--- src/rtl/decode_pipe_if.sv ---
`default_nettype none
// ============================================================================
// decode_pipe_if : fetch/writeback/execute-side signal bundle for decode_pipe
// Rev 1.0
// ============================================================================
interface decode_pipe_if #(
  parameter int XLEN  = 64,
  parameter int NREGS = 32
);
  localparam int AW = (NREGS > 1) ? $clog2(NREGS) : 1;

  logic [31:0]     IR_IN;
  logic [XLEN-1:0] NPC_IN;
  logic            in_valid;
  logic            in_ready;
  logic            flush;
  logic            RF_WE;
  logic [AW-1:0]   WB_ADDR;
  logic [XLEN-1:0] DATAIN;
  logic            out_valid;
  logic            out_ready;
  logic [XLEN-1:0] RD1;
  logic [XLEN-1:0] RD2;
  logic [XLEN-1:0] Imm_out;
  logic [XLEN-1:0] NPC_OUT;
  logic [31:0]     IR_OUT;
  logic [AW-1:0]   rd_out;

  modport master (
    output IR_IN, NPC_IN, in_valid, flush, RF_WE, WB_ADDR, DATAIN, out_ready,
    input  in_ready, out_valid, RD1, RD2, Imm_out, NPC_OUT, IR_OUT, rd_out
  );

  modport slave (
    input  IR_IN, NPC_IN, in_valid, flush, RF_WE, WB_ADDR, DATAIN, out_ready,
    output in_ready, out_valid, RD1, RD2, Imm_out, NPC_OUT, IR_OUT, rd_out
  );
endinterface

`default_nettype wire

--- src/rtl/decode_pipe.sv ---
`default_nettype none
// ============================================================================
// decode_pipe : RISC-V decode stage - register file, immediate generator and
//               ready/valid ID/EX register with load-use bubble insertion
// Rev 1.0
// ============================================================================
module decode_pipe #(
  parameter int XLEN      = 64,
  parameter int NREGS     = 32,
  parameter bit RF_BYPASS = 1'b1
) (
  input  logic         clk,
  input  logic         rst,
  decode_pipe_if.slave bus
);

  localparam int AW = (NREGS > 1) ? $clog2(NREGS) : 1;

  localparam logic [2:0] FMT_R = 3'd0;
  localparam logic [2:0] FMT_I = 3'd1;
  localparam logic [2:0] FMT_S = 3'd2;
  localparam logic [2:0] FMT_B = 3'd3;
  localparam logic [2:0] FMT_U = 3'd4;
  localparam logic [2:0] FMT_J = 3'd5;

  localparam logic [6:0] OP_OPIMM   = 7'b0010011;
  localparam logic [6:0] OP_OPIMM32 = 7'b0011011;
  localparam logic [6:0] OP_LOAD    = 7'b0000011;
  localparam logic [6:0] OP_JALR    = 7'b1100111;
  localparam logic [6:0] OP_STORE   = 7'b0100011;
  localparam logic [6:0] OP_BRANCH  = 7'b1100011;
  localparam logic [6:0] OP_LUI     = 7'b0110111;
  localparam logic [6:0] OP_AUIPC   = 7'b0010111;
  localparam logic [6:0] OP_JAL     = 7'b1101111;

  // --------------------------------------------------------------------------
  // State
  // --------------------------------------------------------------------------
  logic [XLEN-1:0] rf_q [NREGS];

  logic            out_valid_q;
  logic            out_valid_d;
  logic [XLEN-1:0] rd1_q;
  logic [XLEN-1:0] rd2_q;
  logic [XLEN-1:0] imm_q;
  logic [XLEN-1:0] npc_q;
  logic [31:0]     ir_q;
  logic [AW-1:0]   rd_q;

  // --------------------------------------------------------------------------
  // Instruction format decode
  // --------------------------------------------------------------------------
  logic [31:0]     ir_w;
  logic [2:0]      fmt_w;
  logic            use_rs1_w;
  logic            use_rs2_w;
  logic            has_rd_w;
  logic [AW-1:0]   rs1_w;
  logic [AW-1:0]   rs2_w;
  logic [AW-1:0]   rd_w;
  logic [31:0]     imm32_w;
  logic [XLEN-1:0] imm_w;

  assign ir_w = bus.IR_IN;

  always_comb begin
    fmt_w = FMT_R;
    case (ir_w[6:0])
      OP_OPIMM, OP_OPIMM32, OP_LOAD, OP_JALR: fmt_w = FMT_I;
      OP_STORE:                               fmt_w = FMT_S;
      OP_BRANCH:                              fmt_w = FMT_B;
      OP_LUI, OP_AUIPC:                       fmt_w = FMT_U;
      OP_JAL:                                 fmt_w = FMT_J;
      default:                                fmt_w = FMT_R;
    endcase
  end

  assign use_rs1_w = (fmt_w != FMT_U) && (fmt_w != FMT_J);
  assign use_rs2_w = (fmt_w == FMT_R) || (fmt_w == FMT_S) || (fmt_w == FMT_B);
  assign has_rd_w  = (fmt_w != FMT_S) && (fmt_w != FMT_B);

  assign rs1_w = AW'(ir_w[19:15]);
  assign rs2_w = AW'(ir_w[24:20]);
  assign rd_w  = has_rd_w ? AW'(ir_w[11:7]) : '0;

  // Every immediate fits in 32 bits; widen to XLEN by sign extension.
  always_comb begin
    imm32_w = '0;
    case (fmt_w)
      FMT_I: imm32_w = {{20{ir_w[31]}}, ir_w[31:20]};
      FMT_S: imm32_w = {{20{ir_w[31]}}, ir_w[31:25], ir_w[11:7]};
      FMT_B: imm32_w = {{19{ir_w[31]}}, ir_w[31], ir_w[7], ir_w[30:25],
                        ir_w[11:8], 1'b0};
      FMT_U: imm32_w = {ir_w[31:12], 12'b0};
      FMT_J: imm32_w = {{11{ir_w[31]}}, ir_w[31], ir_w[19:12], ir_w[20],
                        ir_w[30:21], 1'b0};
      default: imm32_w = '0;
    endcase
  end

  assign imm_w = XLEN'($signed(imm32_w));

  // --------------------------------------------------------------------------
  // Register file read ports
  // --------------------------------------------------------------------------
  logic            byp1_w;
  logic            byp2_w;
  logic [XLEN-1:0] rd1_w;
  logic [XLEN-1:0] rd2_w;

  generate
    if (RF_BYPASS) begin : g_bypass
      assign byp1_w = bus.RF_WE && (bus.WB_ADDR == rs1_w);
      assign byp2_w = bus.RF_WE && (bus.WB_ADDR == rs2_w);
    end else begin : g_no_bypass
      assign byp1_w = 1'b0;
      assign byp2_w = 1'b0;
    end
  endgenerate

  always_comb begin
    rd1_w = '0;
    if (rs1_w != '0) begin
      rd1_w = byp1_w ? bus.DATAIN : rf_q[rs1_w];
    end
  end

  always_comb begin
    rd2_w = '0;
    if (rs2_w != '0) begin
      rd2_w = byp2_w ? bus.DATAIN : rf_q[rs2_w];
    end
  end

  // --------------------------------------------------------------------------
  // Handshake and load-use hazard
  // --------------------------------------------------------------------------
  logic held_load_w;
  logic hazard_w;
  logic adv_w;
  logic in_ready_w;
  logic accept_w;

  assign held_load_w = out_valid_q && (ir_q[6:0] == OP_LOAD) && (rd_q != '0);
  assign hazard_w    = held_load_w &&
                       ((use_rs1_w && (rs1_w == rd_q)) ||
                        (use_rs2_w && (rs2_w == rd_q)));
  assign adv_w       = !out_valid_q || bus.out_ready;
  assign in_ready_w  = !rst && adv_w && !hazard_w && !bus.flush;
  assign accept_w    = bus.in_valid && in_ready_w;

  // A hazard with adv set drains the load and leaves a bubble behind it.
  always_comb begin
    out_valid_d = out_valid_q;
    if (bus.flush) begin
      out_valid_d = 1'b0;
    end else if (adv_w && hazard_w) begin
      out_valid_d = 1'b0;
    end else if (accept_w) begin
      out_valid_d = 1'b1;
    end else if (adv_w) begin
      out_valid_d = 1'b0;
    end
  end

  // --------------------------------------------------------------------------
  // Sequential state
  // --------------------------------------------------------------------------
  always_ff @(posedge clk) begin
    if (rst) begin
      out_valid_q <= 1'b0;
      rd1_q       <= '0;
      rd2_q       <= '0;
      imm_q       <= '0;
      npc_q       <= '0;
      ir_q        <= '0;
      rd_q        <= '0;
      for (int i = 0; i < NREGS; i++) begin
        rf_q[i] <= '0;
      end
    end else begin
      out_valid_q <= out_valid_d;
      if (accept_w) begin
        rd1_q <= rd1_w;
        rd2_q <= rd2_w;
        imm_q <= imm_w;
        npc_q <= bus.NPC_IN;
        ir_q  <= ir_w;
        rd_q  <= rd_w;
      end
      if (bus.RF_WE && (bus.WB_ADDR != '0)) begin
        rf_q[bus.WB_ADDR] <= bus.DATAIN;
      end
    end
  end

  // --------------------------------------------------------------------------
  // Outputs
  // --------------------------------------------------------------------------
  assign bus.in_ready  = in_ready_w;
  assign bus.out_valid = out_valid_q;
  assign bus.RD1       = rd1_q;
  assign bus.RD2       = rd2_q;
  assign bus.Imm_out   = imm_q;
  assign bus.NPC_OUT   = npc_q;
  assign bus.IR_OUT    = ir_q;
  assign bus.rd_out    = rd_q;

endmodule

`default_nettype wire

--- src/flat_wrapper.sv ---
// flat-port wrapper written by rule: the top's interface ports become plain ports
module decode_pipe_flat 
#(
  parameter int XLEN      = 64,
  parameter int NREGS     = 32,
  parameter bit RF_BYPASS = 1'b1
)
  (clk, rst, bus_IR_IN, bus_NPC_IN, bus_in_valid, bus_flush, bus_RF_WE, bus_WB_ADDR, bus_DATAIN, bus_out_ready, bus_in_ready, bus_out_valid, bus_RD1, bus_RD2, bus_Imm_out, bus_NPC_OUT, bus_IR_OUT, bus_rd_out);
  decode_pipe_if #(.XLEN(XLEN), .NREGS(NREGS)) bus_i ();
  input  logic clk;
  input  logic rst;
  input wire logic [$bits(bus_i.IR_IN)-1:0] bus_IR_IN;
  input wire logic [$bits(bus_i.NPC_IN)-1:0] bus_NPC_IN;
  input wire logic [$bits(bus_i.in_valid)-1:0] bus_in_valid;
  input wire logic [$bits(bus_i.flush)-1:0] bus_flush;
  input wire logic [$bits(bus_i.RF_WE)-1:0] bus_RF_WE;
  input wire logic [$bits(bus_i.WB_ADDR)-1:0] bus_WB_ADDR;
  input wire logic [$bits(bus_i.DATAIN)-1:0] bus_DATAIN;
  input wire logic [$bits(bus_i.out_ready)-1:0] bus_out_ready;
  output wire logic [$bits(bus_i.in_ready)-1:0] bus_in_ready;
  output wire logic [$bits(bus_i.out_valid)-1:0] bus_out_valid;
  output wire logic [$bits(bus_i.RD1)-1:0] bus_RD1;
  output wire logic [$bits(bus_i.RD2)-1:0] bus_RD2;
  output wire logic [$bits(bus_i.Imm_out)-1:0] bus_Imm_out;
  output wire logic [$bits(bus_i.NPC_OUT)-1:0] bus_NPC_OUT;
  output wire logic [$bits(bus_i.IR_OUT)-1:0] bus_IR_OUT;
  output wire logic [$bits(bus_i.rd_out)-1:0] bus_rd_out;
  assign bus_i.IR_IN = bus_IR_IN;
  assign bus_i.NPC_IN = bus_NPC_IN;
  assign bus_i.in_valid = bus_in_valid;
  assign bus_i.flush = bus_flush;
  assign bus_i.RF_WE = bus_RF_WE;
  assign bus_i.WB_ADDR = bus_WB_ADDR;
  assign bus_i.DATAIN = bus_DATAIN;
  assign bus_i.out_ready = bus_out_ready;
  assign bus_in_ready = bus_i.in_ready;
  assign bus_out_valid = bus_i.out_valid;
  assign bus_RD1 = bus_i.RD1;
  assign bus_RD2 = bus_i.RD2;
  assign bus_Imm_out = bus_i.Imm_out;
  assign bus_NPC_OUT = bus_i.NPC_OUT;
  assign bus_IR_OUT = bus_i.IR_OUT;
  assign bus_rd_out = bus_i.rd_out;
  decode_pipe #(.XLEN(XLEN), .NREGS(NREGS), .RF_BYPASS(RF_BYPASS)) u_core (.clk(clk), .rst(rst), .bus(bus_i));
endmodule
--- config.mk ---
export PLATFORM = sky130hd
export DESIGN_NAME = decode_pipe_flat
export DESIGN_NICKNAME = d
export VERILOG_FILES = /design/src/rtl/decode_pipe_if.sv /design/src/rtl/decode_pipe.sv /design/src/flat_wrapper.sv
export SDC_FILE = /design/constraint.sdc
export NUM_CORES = 2
export LEC_CHECK = 0
export ABC_CLOCK_PERIOD_IN_PS = 7300
export CORE_ASPECT_RATIO = 0.5
export CORE_MARGIN = 10
export CORE_UTILIZATION = 29
export CTS_CLUSTER_SIZE = 28
export DETAILED_ROUTE_END_ITERATION = 8
export DONT_BUFFER_PORTS = 1
export GPL_ROUTABILITY_DRIVEN = 0
export PLACE_DENSITY = 0.47
export RECOVER_POWER = 25
export SLEW_MARGIN = 0
export SYNTH_ARGS = -nofsm -noshare
export SYNTH_HDL_FRONTEND = slang
export SYNTH_SLANG_ARGS = --single-unit
--- constraint.sdc ---
create_clock -name clk -period 7.3 [get_ports clk]
set_clock_uncertainty 0.1 [all_clocks]
set_input_delay 0.73 -clock clk [delete_from_list [all_inputs] [get_ports clk]]
set_output_delay 0.73 -clock clk [all_outputs]
set_load 0.05 [all_outputs]
== Yosys cells after proc, flatten, opt, wreduce, memory -nomap -nowiden ==
Memory sizes are Yosys's and may differ from the RTL's.
Index checks and enable logic that the tools add are counted.

* Mux-type cells: 17
* Reduce and logical (&&, ||, !) cells: 33
* Equal/unequal tests: 23

{| class="wikitable"
|+ Operator list
! kind !! number
|-
| 64-bit two-way mux || 5
|-
| 32-bit one-hot mux with 5 select lines || 1
|-
| 64-bit OR reduction || 1
|-
| 7-bit by 5-bit equality test with 1-bit output, second input constant || 3
|-
| 7-bit equality test, second input constant || 3
|-
| 5-bit equality test || 4
|-
| 5-bit nonzero test || 4
|-
| 1-bit logical AND || 15
|-
| 3-bit one-hot mux with 5 select lines || 1
|-
| 7-bit by 2-bit equality test with 1-bit output, second input constant || 2
|-
| 7-bit by 6-bit equality test with 1-bit output, second input constant || 2
|-
| 5-bit two-way mux || 2
|-
| 1-bit two-way mux || 8
|-
| 3-bit by 2-bit equality test with 1-bit output, second input constant || 2
|-
| 3-bit equality test, second input constant || 2
|-
| 3-bit by 2-bit inequality test with 1-bit output, second input constant || 2
|-
| 3-bit inequality test, second input constant || 2
|-
| 1-bit logical NOT || 4
|-
| 1-bit logical OR || 4
|-
| 4-bit OR reduction || 1
|-
| 3-bit by 1-bit equality test with 1-bit output, second input constant || 1
|-
| 3-bit logical NOT || 1
|-
| 3-bit OR reduction || 1
|-
| 2-bit nonzero test || 1
|-
| 2-bit OR reduction || 1
|}

* RAM bits: 2,048
* Logic and storage cells: 81
* Input bits: 171
* Output and inout port bits: 295
* Memories kept: 1
* Flip-flop bits (word level): 262

{| class="wikitable"
|+ Memories
! name !! words !! width !! rd ports !! clocked after Yosys merged registers in !! wr ports !! line !! source
|-
| u_core.rf_q || 32 || 64 || 2 || 0 || 32 || decode_pipe.sv:39 || <nowiki>logic [XLEN-1:0] rf_q [NREGS];</nowiki>
|}

== Longest topological paths before layout ==
* Word-level depth: 14
* Gate-level depth with buffers: 12
* Mapped depth without buffers: 7

== Worst setup path after synthesis ==
Ideal clock, no wire load.

* Path kind: input to register
* From: in bus_WB_ADDR[2]
* To: mem u_core.rf_q[28][0] (enable)
* Path slack: 0.352 ns
* Cell stages on the path: 6
* Arrival time: 6.273 ns
* Required time: 6.625 ns
* Path buffers: 3
* Library setup time: 0.575 ns
* Cells stage by stage: clkbuf_1 or3_1 clkbuf_1 nand4bb_1 clkbuf_1 o21ai_0

{| class="wikitable"
|+ RTL lines
! item !! line !! source
|-
| start: declaration || flat_wrapper.sv:17 || <nowiki>input wire logic [$bits(bus_i.WB_ADDR)-1:0] bus_WB_ADDR;</nowiki>
|-
| end: declaration || decode_pipe.sv:39 ||
|}

==> flow_summary.yaml <==
clock_network:
  cts_buffers: 237
  post-cts-setup-buffers: 0
  worstSkewPairLatency_ns: 0.95
  clkSinkCount: 2310
  clk_path_buf_depth: 4
  clockRootBuffer: "clkbuf_16"
  cts_resized: 0
  cts_tree: "yes"
  htree_levels: 4
  path_clk_slew_ns: 0.06
placement:
  numPortBuffers: 0
  placed_area_mm2: 0.124
  dp_hpwl_um: 286000
  dp_cells: 13100
floorplan:
  core_area_mm2: 0.404
  fp.dieH_um: 470
  start_util_pct: 29.1
  die_x_um: 920
  ioPinCount: 466
  dieArea_mm2: 0.432
  rows: 165
pwr:
  leakage_uw: 0.0452
  power_density_mw_per_mm2: 239
  ir_drop_mv: 0.217
logic_synthesis:
  syn_avg_cell_area_um2: 14.1
  synth_edf_count: 2048
  synthesis.area_mm2: 0.117
  yosysTopAreaCellShare_pct: 52.4
  post-synth-top-count-cell: "edfxtp_1"
  synthCells: 8345
  synth_area_leaders: "edfxtp_1 (52%), mux4_2 (16%), and2_1 (11%)"
  yosysWarnings: 0
  synth.ff_latch_count: 2310
  ys_seq_area_share_pct: 56.8
  yosys.area.top_type: "edfxtp_1"
  async_flop_share_pct: 0
  ys_types: 62
  synth_ff_type: "edfxtp_1"
  synth_commonest_cells: "edfxtp_1 (2048), and2_1 (1990), mux4_2 (813)"
routing:
  first_pass_iters: 6
  drt_iter0_markers: 12200
  wirelength_um: 547000
  routed_via_density: 5.81
  remaining_drc_errors: 0
  ant_nets: 0
  wl_per_cell_um: 39.4
  via_count: 80700
worst_setup_path:
  startpoint_type: "input port"
  cpPeakStageDelay_ns: 2.83
  crit_chain: "clkinvlp_2, o21ai_0, clkbuf_1"
  crit_path_max_fanout: 34
  crit_slowest_cell: "clkbuf_1"
  worstSetupPathType: "input port to flop"
  cp_data_arrival_time_ns: 6.80
  critPathRequiredTime_ns: 7.65
  cp-end-kind: "flop"
finish:
  fin_area_mm2: 0.134
  fin_nets: 8352
  synthToLayoutAreaGrowth_pct: 13.9
  regArea_mm2: 0.0667
  drive_gt1_share_pct: 18.3
  finalNonFillerCells: 13900
  fill_cells: 39200
  multi_input_area_mm2: 0.0475
  finish.utilization_pct: 33.1
timing:
  fin_crit_sh_pct: 88.4
  layout_min_cycle_time_ns: 6.45
  final_hold_viol_count: 0
  slew_headroom_pct: -253
  setup_tns_ns: 0
  hold_ws_ns: 0.0668
  worstMarginPinSlew_ns: 5.29
  fmax_ghz: 0.155
  setup_viol: 0
  drv_slew: 1632
  rsz0062_at_grt: "no"
grt:
  antenna_found_initial: 73
  grt_pass1_wl_um: 727000
  track_usage_pct: 24.3
  grt_max_degree: 466
  grt_pass1_vias: 78100
  gr-total-overflow: 0
flow_run:
  drv_cap: 63
min_path:
  hold_class: "input port to flop"
run_status:
  violations: "capacitance limit, slew limit"
  status: "complete, but fails checks"
-- stage by stage --
stage                     total power (µW)  setup WS (ns)
after floorplan                      18100          0.352
after global placement               19000           1.96
after detailed placement             19000           2.00
after CTS                            32000           2.31
after global routing                 32800           1.07
final                                32000          0.849
-- logic make-up (layout without fill, tap and decap cells) --
kind of cell / Yosys count / after routing / synth area share [%]
other cells: 1 / 141 / 0.00319
flops: 2310 / 2310 / 56.8
compound gates: 975 / 975 / 5.85
mux: 1381 / 1381 / 20.5
buf+inv: 908 / 878 / 3.28
simple gates: 2750 / 2750 / 13.4
xor+xnor: 20 / 20 / 0.149
-- worst paths after layout --
path	startpoint	to	slack, ns	cells past startpoint
worst max-delay path	rst	u_core.rf_q[22][41]	0.85	3
worst max register to register	u_core.bus.rd_out[4]	u_core.bus.RD2[53]	2.29	11
worst min-delay path	bus_DATAIN[11]	u_core.bus.RD2[11]	0.07	3
worst min register to register	u_core.bus.NPC_OUT[36]	u_core.bus.NPC_OUT[36]	0.61	2
-- sequential cells by signal, indices dropped and copies added (netlist names) --
name                  cells
u_core.bus.rd_out         5
u_core.bus.out_valid      1
u_core.bus.Imm_out       32
u_core.bus.RD1           64
u_core.rf_q            2048
u_core.bus.RD2           64
u_core.bus.IR_OUT        32
u_core.bus.NPC_OUT       64
-- cell type report --
type	instances	area share, %
Antenna cell	77	0.144
Clock buffer	336	5.00
Clock inverter	100	0.766
Inverter	3	0.00935
Multi-Input combinational cell	5190	35.5
Sequential cell	2310	49.9
Tap cell	5427	5.08
Timing Repair Buffer	439	3.58
-- where the power goes --
part	internal [µW]	total [µW]	leakage, µW	switching [µW]
Combinational	1380	3450	0.0198	2070
Clock	7060	12700	0.00379	5670
Sequential	15100	15800	0.0216	736
Total	23600	32000	0.0452	8470
-- cell usage in the layout (no fill, tap or decap), types with 62 or more instances in the layout --
| cell type | count |
|---|---|
| a211oi_1 | 65 |
| a21oi_1 | 244 |
| a22oi_1 | 145 |
| and2_0 | 291 |
| and2_1 | 1696 |
| buf_12 | 72 |
| buf_4 | 126 |
| clkbuf_1 | 96 |
| clkbuf_16 | 240 |
| conb_1 | 64 |
| dfxtp_1 | 261 |
| diode_2 | 77 |
| dlygate4sd3_1 | 185 |
| edfxtp_1 | 2048 |
| mux2_2 | 70 |
| mux2i_1 | 498 |
| mux4_2 | 813 |
| nand2_1 | 449 |
| nand3_1 | 94 |
| nor3_1 | 62 |
| o221ai_1 | 107 |
| o22ai_1 | 130 |
-- worst max-delay path, delay by kind of cell --
| family | cells | cell delay (ns) |
|---|---|---|
| buffers and inverters | 2 | 4.26 |
| AOI/OAI and AO/OA | 1 | 1.61 |
-- routing by layer --
layer,wire length (µm),share of wire (%),global-route usage (%),vias up
met4,26700,4.9,10.6,2
li1,-,-,-,31400
met5,13,0.0024,0,-
met1,219000,40,33.1,43100
met3,56000,10,4.70,949
met2,245000,45,37.7,5287
-- what timing repair did --
item | CTS | global route
endpoints found under the hold margin | 2271 | 0
endpoints found under the setup margin | 0 | 0
hold buffers | 231 | 0
No activity file was read; power rests on OpenSTA's default activity.
